**src/rtl/board_renderer.sv**
```systemverilog
// ---------------------------------------------------------------------------
// board_renderer
// Three-stage pixel pipeline. It turns the display scan position into the
// 12-bit colour of the 4x4 tile board and reads tile exponents from the
// board store through a registered address.
//
// Optional feature macro: BOARD_RENDER_OUTLINE_EN
//   When this macro is defined, a 2-pixel outline (12'h776) is drawn inside
//   each non-empty tile. When it is undefined, tiles are solid colour and no
//   outline logic exists.
//
// Ports:
//   Clk        in   pixel clock
//   Reset      in   asynchronous active-high reset
//   hCount     in   [9:0] horizontal scan position
//   vCount     in   [9:0] vertical scan position
//   bright     in   visible-region flag
//   hSync_in   in   raw horizontal sync
//   vSync_in   in   raw vertical sync
//   cell_addr  out  [3:0] board read address {row,col}, registered
//   cell_val   in   [3:0] exponent at cell_addr (combinational read)
//   rgb        out  [11:0] pixel colour {R,G,B}
//   hSync_out  out  hSync_in aligned with rgb
//   vSync_out  out  vSync_in aligned with rgb
// ---------------------------------------------------------------------------
module board_renderer #(
   parameter int BOARD_X = 236,
   parameter int BOARD_Y = 47,
   parameter int PITCH   = 112,
   parameter int GAP     = 8
) (
   input  logic        Clk,
   input  logic        Reset,
   input  logic [9:0]  hCount,
   input  logic [9:0]  vCount,
   input  logic        bright,
   input  logic        hSync_in,
   input  logic        vSync_in,
   output logic [3:0]  cell_addr,
   input  logic [3:0]  cell_val,
   output logic [11:0] rgb,
   output logic        hSync_out,
   output logic        vSync_out
);

   localparam int BOARD_W = GAP + 4 * PITCH;

   localparam logic [9:0] X_LO  = 10'(BOARD_X);
   localparam logic [9:0] X_HI  = 10'(BOARD_X + BOARD_W);
   localparam logic [9:0] Y_LO  = 10'(BOARD_Y);
   localparam logic [9:0] Y_HI  = 10'(BOARD_Y + BOARD_W);
   localparam logic [9:0] P1    = 10'(PITCH);
   localparam logic [9:0] P2    = 10'(2 * PITCH);
   localparam logic [9:0] P3    = 10'(3 * PITCH);
   localparam logic [9:0] P4    = 10'(4 * PITCH);
   localparam logic [9:0] GAP_V = 10'(GAP);

   // Count of cell boundaries at or below a board-local offset (0..4).
   function automatic logic [2:0] cellIndex(input logic [9:0] loc);
      cellIndex = {2'b00, (loc >= P1)} + {2'b00, (loc >= P2)}
                + {2'b00, (loc >= P3)} + {2'b00, (loc >= P4)};
   endfunction

   // Offset within the cell selected by idx.
   function automatic logic [9:0] cellOffset(input logic [9:0] loc, input logic [2:0] idx);
      case (idx)
         3'd0:    cellOffset = loc;
         3'd1:    cellOffset = loc - P1;
         3'd2:    cellOffset = loc - P2;
         3'd3:    cellOffset = loc - P3;
         default: cellOffset = loc - P4;
      endcase
   endfunction

`ifdef BOARD_RENDER_OUTLINE_EN
   // True on the two innermost rows/columns at either side of a tile.
   function automatic logic onOutline(input logic [9:0] off);
      onOutline = ((off >= GAP_V) && (off <= GAP_V + 10'd1)) ||
                  ((off >= P1 - 10'd2) && (off <= P1 - 10'd1));
   endfunction
`endif

   // Exponent-to-colour table.
   function automatic logic [11:0] tileColor(input logic [3:0] expo);
      case (expo)
         4'd0:    tileColor = 12'hCCB;
         4'd1:    tileColor = 12'hEED;
         4'd2:    tileColor = 12'hEEC;
         4'd3:    tileColor = 12'hFB7;
         4'd4:    tileColor = 12'hF96;
         4'd5:    tileColor = 12'hF75;
         4'd6:    tileColor = 12'hF53;
         4'd7:    tileColor = 12'hEC7;
         4'd8:    tileColor = 12'hEC6;
         4'd9:    tileColor = 12'hEC5;
         4'd10:   tileColor = 12'hEC3;
         4'd11:   tileColor = 12'hEC2;
         default: tileColor = 12'h333;
      endcase
   endfunction

   // S0 combinational decode
   logic       inX, inY, inBoard, isTile;
   logic [9:0] lx, ly, ox, oy;
   logic [2:0] col, row;

   // S1 / S2 pipeline registers
   logic       s1Bright, s1InBoard, s1Tile, s1HSync, s1VSync;
   logic       s2Bright, s2InBoard, s2Tile, s2HSync, s2VSync;
   logic [3:0] s2Val;
   logic [11:0] nextRgb;
`ifdef BOARD_RENDER_OUTLINE_EN
   logic       isOutline, s1Outline, s2Outline;
`endif

   // Scan-position decode: range test first, then subtract, so no wrap occurs.
   always_comb begin
      inX = (hCount >= X_LO) && (hCount < X_HI);
      inY = (vCount >= Y_LO) && (vCount < Y_HI);
      inBoard = inX && inY;
      if (inX) begin
         lx = hCount - X_LO;
      end else begin
         lx = 10'd0;
      end
      if (inY) begin
         ly = vCount - Y_LO;
      end else begin
         ly = 10'd0;
      end
      col = cellIndex(lx);
      row = cellIndex(ly);
      ox  = cellOffset(lx, col);
      oy  = cellOffset(ly, row);
      // col/row of 4 is the trailing gap strip
      isTile = inBoard && (col < 3'd4) && (row < 3'd4) && (ox >= GAP_V) && (oy >= GAP_V);
`ifdef BOARD_RENDER_OUTLINE_EN
      isOutline = isTile && (onOutline(ox) || onOutline(oy));
`endif
   end

   // S1: register decode results; the read address only moves on tile pixels.
   always_ff @(posedge Clk or posedge Reset) begin
      if (Reset) begin
         s1Bright  <= 1'b0;
         s1InBoard <= 1'b0;
         s1Tile    <= 1'b0;
         s1HSync   <= 1'b1;
         s1VSync   <= 1'b1;
         cell_addr <= 4'd0;
`ifdef BOARD_RENDER_OUTLINE_EN
         s1Outline <= 1'b0;
`endif
      end else begin
         s1Bright  <= bright;
         s1InBoard <= inBoard;
         s1Tile    <= isTile;
         s1HSync   <= hSync_in;
         s1VSync   <= vSync_in;
         if (isTile) begin
            cell_addr <= {row[1:0], col[1:0]};
         end else begin
            cell_addr <= cell_addr;
         end
`ifdef BOARD_RENDER_OUTLINE_EN
         s1Outline <= isOutline;
`endif
      end
   end

   // S2: capture the board read alongside the S1 flags.
   always_ff @(posedge Clk or posedge Reset) begin
      if (Reset) begin
         s2Bright  <= 1'b0;
         s2InBoard <= 1'b0;
         s2Tile    <= 1'b0;
         s2HSync   <= 1'b1;
         s2VSync   <= 1'b1;
         s2Val     <= 4'd0;
`ifdef BOARD_RENDER_OUTLINE_EN
         s2Outline <= 1'b0;
`endif
      end else begin
         s2Bright  <= s1Bright;
         s2InBoard <= s1InBoard;
         s2Tile    <= s1Tile;
         s2HSync   <= s1HSync;
         s2VSync   <= s1VSync;
         s2Val     <= cell_val;
`ifdef BOARD_RENDER_OUTLINE_EN
         s2Outline <= s1Outline;
`endif
      end
   end

   // Colour priority: blank, outside, gap, (outline), tile colour.
   always_comb begin
      if (!s2Bright) begin
         nextRgb = 12'h000;
      end else if (!s2InBoard) begin
         nextRgb = 12'hFFE;
      end else if (!s2Tile) begin
         nextRgb = 12'hBAA;
`ifdef BOARD_RENDER_OUTLINE_EN
      end else if (s2Outline && (s2Val != 4'd0)) begin
         nextRgb = 12'h776;
`endif
      end else begin
         nextRgb = tileColor(s2Val);
      end
   end

   // S3: registered outputs.
   always_ff @(posedge Clk or posedge Reset) begin
      if (Reset) begin
         rgb       <= 12'h000;
         hSync_out <= 1'b1;
         vSync_out <= 1'b1;
      end else begin
         rgb       <= nextRgb;
         hSync_out <= s2HSync;
         vSync_out <= s2VSync;
      end
   end

endmodule

```
**config.mk**
```make
export PLATFORM = sky130hd
export DESIGN_NAME = board_renderer
export DESIGN_NICKNAME = d
export VERILOG_FILES = /design/src/rtl/board_renderer.sv
export SDC_FILE = /design/constraint.sdc
export NUM_CORES = 1
export LEC_CHECK = 0
export CORE_ASPECT_RATIO = 0.6
export CORE_MARGIN = 2
export CORE_UTILIZATION = 40
export CTS_BUF_LIST = sky130_fd_sc_hd__clkbuf_2
export CTS_CLUSTER_SIZE = 12
export DETAILED_ROUTE_END_ITERATION = 8
export GPL_ROUTABILITY_DRIVEN = 1
export HOLD_SLACK_MARGIN = 0.15
export PLACE_DENSITY = 0.67
export SLEW_MARGIN = 0
export SYNTH_ARGS = -nofsm -noshare
export SYNTH_HDL_FRONTEND = slang
export SYNTH_SLANG_ARGS = --single-unit
```
**constraint.sdc**
```tcl
create_clock -name Clk -period 1.4 [get_ports Clk]
set_input_delay 0.42 -clock Clk [delete_from_list [all_inputs] [get_ports Clk]]
set_output_delay 0.42 -clock Clk [all_outputs]
set_load 0.01 [all_outputs]
```
---- Word level (Yosys, flattened, before mapping) ----
Memory sizes are Yosys's and may differ from the RTL's.
Cells that the tools add are included.
W data, S select, Z words.
storage, ports and cells
  memories ................................ 1
  memory bits (read-only) ................. 192
  bits in registers ....................... 32
memories
  memory            words  width  read ports  clocked after memory_dff  wr ports  line  source
  (name not given)  16     12     1           0                         0         85    case (expo)
operators by class
  reduce and logical (&&, ||, !) cells .... 9
  add/sub/neg operators ................... 16
  muxes and demuxes ....................... 7
  order comparisons ....................... 16
  equal/unequal tests ..................... 6
operators by type and width
  kind                     count
  $pmux W10 S4             2
  $ge A10 B9 Y1 const B    4
  $sub A10 B9 Y10 const B  4
  $mux W12                 3
  $ge A10 B8 Y1 const B    3
  $sub A10 B8 Y10 const B  3
  $ge A10 B4 Y1 const B    2
  $ge A10 B7 Y1 const B    2
  $mux W10                 2
  $sub A10 B7 Y10 const B  2
  $eq A3 B2 Y1 const B     4
  $ge A10 B6 Y1 const B    1
  $lt A10 B10 Y1 const B   1
  $lt A10 B9 Y1 const B    1
  $sub A10 B6 Y10 const B  1
  $logic_and A1 B1 Y1      7
  $add A2 B1 Y3            2
  $add A3 B1 Y3            2
  $eq A3 B1 Y1 const B     2
  $logic_not A3 Y1         2
  $lt A3 B3 Y1 const B     2
  $add A1 B1 Y2            2

---- Depth between registers and ports, before layout ----
  depth after elaboration ................. 12
  depth in mapped cells ................... 22
  mapped depth without buffers ............ 22

---- Worst setup path before layout ----
Ideal clock, no wire load.
  path type ............................... input to register
  start point ............................. in vCount[0]
  end point ............................... reg cell_addr[0]
  stages .................................. 22
  path slack .............................. -3.351 ns
  data arrival time ....................... 4.627 ns
  required time ........................... 1.275 ns
  cell sequence ........................... ha_1 -> a31o_4 -> a211oi_4 -> o31ai_1 -> nand2_1 -> inv_1 -> ha_1 -> nand2_1 -> a21oi_1 -> nor3_1 -> fa_1 -> inv_1 -> ha_1 -> ha_1 -> nand3b_1 -> a21o_1 -> a21oi_1 -> a211oi_1 -> nand4_1 -> nor3_4 -> a211oi_4 -> mux2_2
on the way
  word-level cells in the longest chain between the ends .. 11
ends and longest elaborated chain
  element                                               line     source
  start, declared                                       35       input logic [9:0] vCount,
  $ge A10 B6 Y1 or $lt A10 B9 Y1 (tied branches)        119      inY = (vCount >= Y_LO) && (vCount < Y_HI);
  $logic_and A1 B1 Y1                                   119
  $mux W10                                              126      if (inY) begin
  $ge A10 B7 Y1 or $ge A10 B8 Y1 (tied branches)        60       cellIndex = {2'b00, (loc >= P1)} + {2'b00, (loc >= P2)}
  $add A1 B1 Y2                                         60
  $add A2 B1 Y3                                         61       + {2'b00, (loc >= P3)} + {2'b00, (loc >= P4)};
  $add A3 B1 Y3                                         61
  $eq A3 B2 Y1, or another cell as far along            66       case (idx)
  $pmux W10 S4 or $logic_and A1 B1 Y1 (tied branches)   66, 136
  $ge A10 B4 Y1 or $logic_and A1 B1 Y1 (tied branches)  136      isTile = inBoard && (col < 3'd4) && (row < 3'd4) && (ox >= GAP_V) && (oy >= GAP_V);
  $logic_and A1 B1 Y1 (*)                               136
  named net isTile                                      103      logic inX, inY, inBoard, isTile;
  end signal, assigned                                  161      cell_addr <= {row[1:0], col[1:0]};
  end signal, assigned                                  163      cell_addr <= cell_addr;
  end, declared                                         39       output logic [3:0] cell_addr,
Mark *: on every way through the listed nets, which the timed path passes. The rest lies on a longest branch.
A chain may end at the register's enable or synchronous reset.

---- Worst setup path in the final report ----
  start point ............................. in hCount[3]
  end point ............................... reg cell_addr[1]
on the way
  word-level cells in the longest chain between the ends .. 12
ends and longest elaborated chain
  element                                               line     source
  start, declared                                       34       input logic [9:0] hCount,
  $ge A10 B8 Y1 or $lt A10 B10 Y1 (tied branches)       118      inX = (hCount >= X_LO) && (hCount < X_HI);
  $logic_and A1 B1 Y1                                   118
  $mux W10 (*)                                          121      if (inX) begin
  $ge A10 B7 Y1 or $ge A10 B8 Y1 (tied branches)        60
  $add A1 B1 Y2                                         60
  $add A2 B1 Y3                                         61
  $add A3 B1 Y3 (*)                                     61
  named net col[1]                                      105      logic [2:0] col, row;
  $eq A3 B2 Y1, or another cell as far along            66
  $pmux W10 S4 or $logic_and A1 B1 Y1 (tied branches)   66, 136
  $ge A10 B4 Y1 or $logic_and A1 B1 Y1 (tied branches)  136
  $logic_and A1 B1 Y1 (*) (2 in a row)                  136
  named net isTile                                      103
Marks and branches as above.

==> flow_metrics.env <==
export IMPL_vias=3261
export IMPL_pre_cts_ws_ps=-3655
export IMPL_grt_start_max_net_pins=19
export IMPL_worst_ep_arrival_time_ps=4620
export IMPL_antenna_found_initial=0
export IMPL_dpl_hpwl_um=6824
export IMPL_grt_pass1_vias=2883
export IMPL_finalHoldViolCount=0
export IMPL_power_static_leakage_nw=2.217
export IMPL_power_per_cell_area_nw_per_um2=708.3
export IMPL_min_path_type="register to register"
export IMPL_vdd_ir_drop_max_uv=279.8
export IMPL_grt_remaining_overflow=0
export IMPL_slew_headroom_pct=63.17
export IMPL_cpPeakStageDelay_ps=590
export IMPL_grt_setup_unrepaired="true"
export IMPL_fin_crit_sh_pct=312.7
export IMPL_min_to="s2Tile$_DFF_PP0_"
export IMPL_top_regs="rgb: 12 flops, cell_addr: 4 flops, s2Val: 4 flops"
export IMPL_worst_slew_pin_slew_ps=550.5
export IMPL_hold_slack_ps=348.8
export IMPL_drt_pass1_iter_count=6
export IMPL_async_reset_ff_share_pct=100.0
export IMPL_synth_area_leaders="dfrtp_1 (22%), ha_1 (11%), dfstp_2 (5.4%)"
export IMPL_start_util_pct=40.77
export IMPL_grt_pass1_wl_um=13740
export IMPL_synth_edf_count=0
export IMPL_synth_cells=343
export IMPL_die_x_um=114.2
export IMPL_hold_path_startpoint="s1Tile$_DFF_PP0_"
export IMPL_crit_family="compound AO/OA/AOI/OAI gates"
export IMPL_synth_top_area_share_pct=22.33
export IMPL_r2r_start="s2Val[0]$_DFF_PP0_"
export IMPL_row_count=24
export IMPL_cts_root_buffer="clkbuf_2"
export IMPL_fmax_mhz=228.4
export IMPL_top_register="rgb"
export IMPL_clock_latency_ps=360
export IMPL_netlist_area_um2=2914
export IMPL_die_area_um2=8006
export IMPL_finish_instance_area_um2=4745
export IMPL_fin_setup_tns_ps=-14860
export IMPL_ioPinCount=47
export IMPL_yosysMostFrequentCell="nand2_1"
export IMPL_ys_seq_area_share_pct=27.74
export IMPL_period_minus_slack_ps=4378
export IMPL_ant_nets=0
export IMPL_critPathKind="input port to register"
export IMPL_cts_tree="done"
export IMPL_reg2reg_slack_ps=70
export IMPL_fp_coreArea_um2=7147
export IMPL_violations="setup timing"
export IMPL_synth_warnings=0
export IMPL_dp_cells=570
export IMPL_hold_path_depth=0
export IMPL_synth_cell_type_count=64
export IMPL_drc_errors=0
export IMPL_fin_cells=594
export IMPL_cap_violations=0
export IMPL_setup_viol=8
export IMPL_setup_slack_ps=-2978
export IMPL_placed_area_um2=4355
export IMPL_synthesis_nets=400
export IMPL_nets=559
export IMPL_die_h_um=70.12
export IMPL_grtUsageTotal_pct=21.01
export IMPL_vias_per_cell=5.490
export IMPL_cts_sinks=32
export IMPL_largest_reg_flops=12
export IMPL_slowest_stage="fa_1"
export IMPL_wl_um=9113
export IMPL_crit_chain="buf_6 > inv_1 > ha_2 > nand4b_1 > a31o_4 > o211ai_1 > o31ai_4 > ha_2 > a21o_1 > fa_1 > ha_4 > ha_4 > a311oi_1 > o21ai_0 > o21ai_0 > nor4_1 > nor4bb_4 > a211oi_4 > mux2_4"
export IMPL_ys_top_cells_by_count="nand2_1 (36), nor2_1 (29), dfrtp_1 (26), ha_1 (26), a21oi_1 (24)"
export IMPL_syn_to_final_growth_pct=62.82
export IMPL_status="complete, but fails checks"
export IMPL_numCtsBuffers=5
export IMPL_io_buffers=46
export IMPL_synth_ff_type="dfrtp_1"
export IMPL_ys_ff_latch=32
export IMPL_postSynthAreaPerCell_um2=8.496
export IMPL_gp_congestion=1.086
export IMPL_path_max_fanout=6
export IMPL_antennaDiodeCount=0
export IMPL_timing_rr_end="rgb[4]$_DFF_PP0_"
export IMPL_layout_drive_gt1_share_pct=47.51
export IMPL_path_buf_inv=2
export IMPL_end_kind="register"
export IMPL_yosys_area_top_type="dfrtp_1"
export IMPL_fin_skew_ps=19.07
export IMPL_drt_initial_drc_count=309
export IMPL_wl_per_cell_um=15.34
export IMPL_critPathLaunchType="input port"
export IMPL_required_ps=1640
export IMPL_clk_path_buf_depth=2
export IMPL_fin_util_pct=66.39
export IMPL_clkTransAtPathRegs_ps=150
export IMPL_power_mw=3.360
export IMPL_slew_viol_final=0
export IMPL_htree_levels=2
export IMPL_reg2reg_depth=5
repair_timing:
| action | 4_1_cts | 5_1_grt |
|---|---|---|
| endpoints found under the setup margin | 24 | 23 |
| pin swaps | 17 | 22 |
| gates resized for setup | 102 | 84 |
| buffers inserted | 8 | 9 |
| hold buffers | 0 | 0 |
| endpoints found under the hold margin | 0 | 0 |
cell type report:
class	instances	area, um^2
clock buffers	7	35.03
clock inverters	1	5.005
fillers	577	2402
inverters	21	78.83
multi-input cells	277	2402
flip-flops and latches	32	808.3
well taps	91	113.9
repair buffers	165	1301
per-layer routing:
| metal | share of wire (%) | wire length, um | GRT usage, % | up-vias |
|---|---|---|---|---|
| li1 | - | - | - | 1550 |
| met1 | 47 | 4312 | 31.82 | 1545 |
| met2 | 44 | 3976 | 31.55 | 150 |
| met3 | 7.9 | 722 | 3.993 | 16 |
| met4 | 1.1 | 101 | 3.117 | 0 |
| met5 | 0 | 0 | 0 | - |
power breakdown:
part	internal (mW)	total, mW	leakage [nW]	switching, mW
Sequential	1.02	1.09	0.382	0.0638
Clock	0.136	0.425	0.0330	0.288
Combinational	0.944	1.85	1.80	0.903
logic make-up after synthesis:
group,share of synthesized area [%]
simple gates,22.33
compound gates,22.28
buf+inv,4.980
flops,27.74
fa+ha+maj,12.54
xor+xnor,7.514
mux,2.619
how the worst max path moves through the flow:
stage,end,startpoint,cells after the start
finish,cell_addr[1]$_DFFE_PP0P_,hCount[3],19
global route,cell_addr[1]$_DFFE_PP0P_,hCount[3],19
CTS,cell_addr[2]$_DFFE_PP0P_,vCount[1],23
detailed placement,cell_addr[2]$_DFFE_PP0P_,hCount[2],19
global placement,cell_addr[1]$_DFFE_PP0P_,vCount[0],22
floorplan,cell_addr[0]$_DFFE_PP0P_,vCount[0],19
layout by cell type (no fill, tap or decap), types with 4 or more instances in the layout:
cell,n
dlymetal6s2s_1,6
dfrtp_1,26
a31oi_1,6
a21oi_2,7
a21o_1,5
nand2_2,4
xnor2_1,15
o31ai_1,5
ha_1,12
xor2_1,8
nor2_1,24
nor2b_1,6
clkbuf_2,20
inv_2,5
inv_1,16
clkdlybuf4s50_1,10
ha_2,4
buf_6,14
buf_2,9
dfstp_2,6
mux2_4,4
a311oi_1,4
nor3_1,6
ha_4,10
nand2_1,31
a21oi_1,17
nand4_1,5
buf_4,110
nand3_1,9
o21ai_0,12
Power figures use the tool's default switching activity.
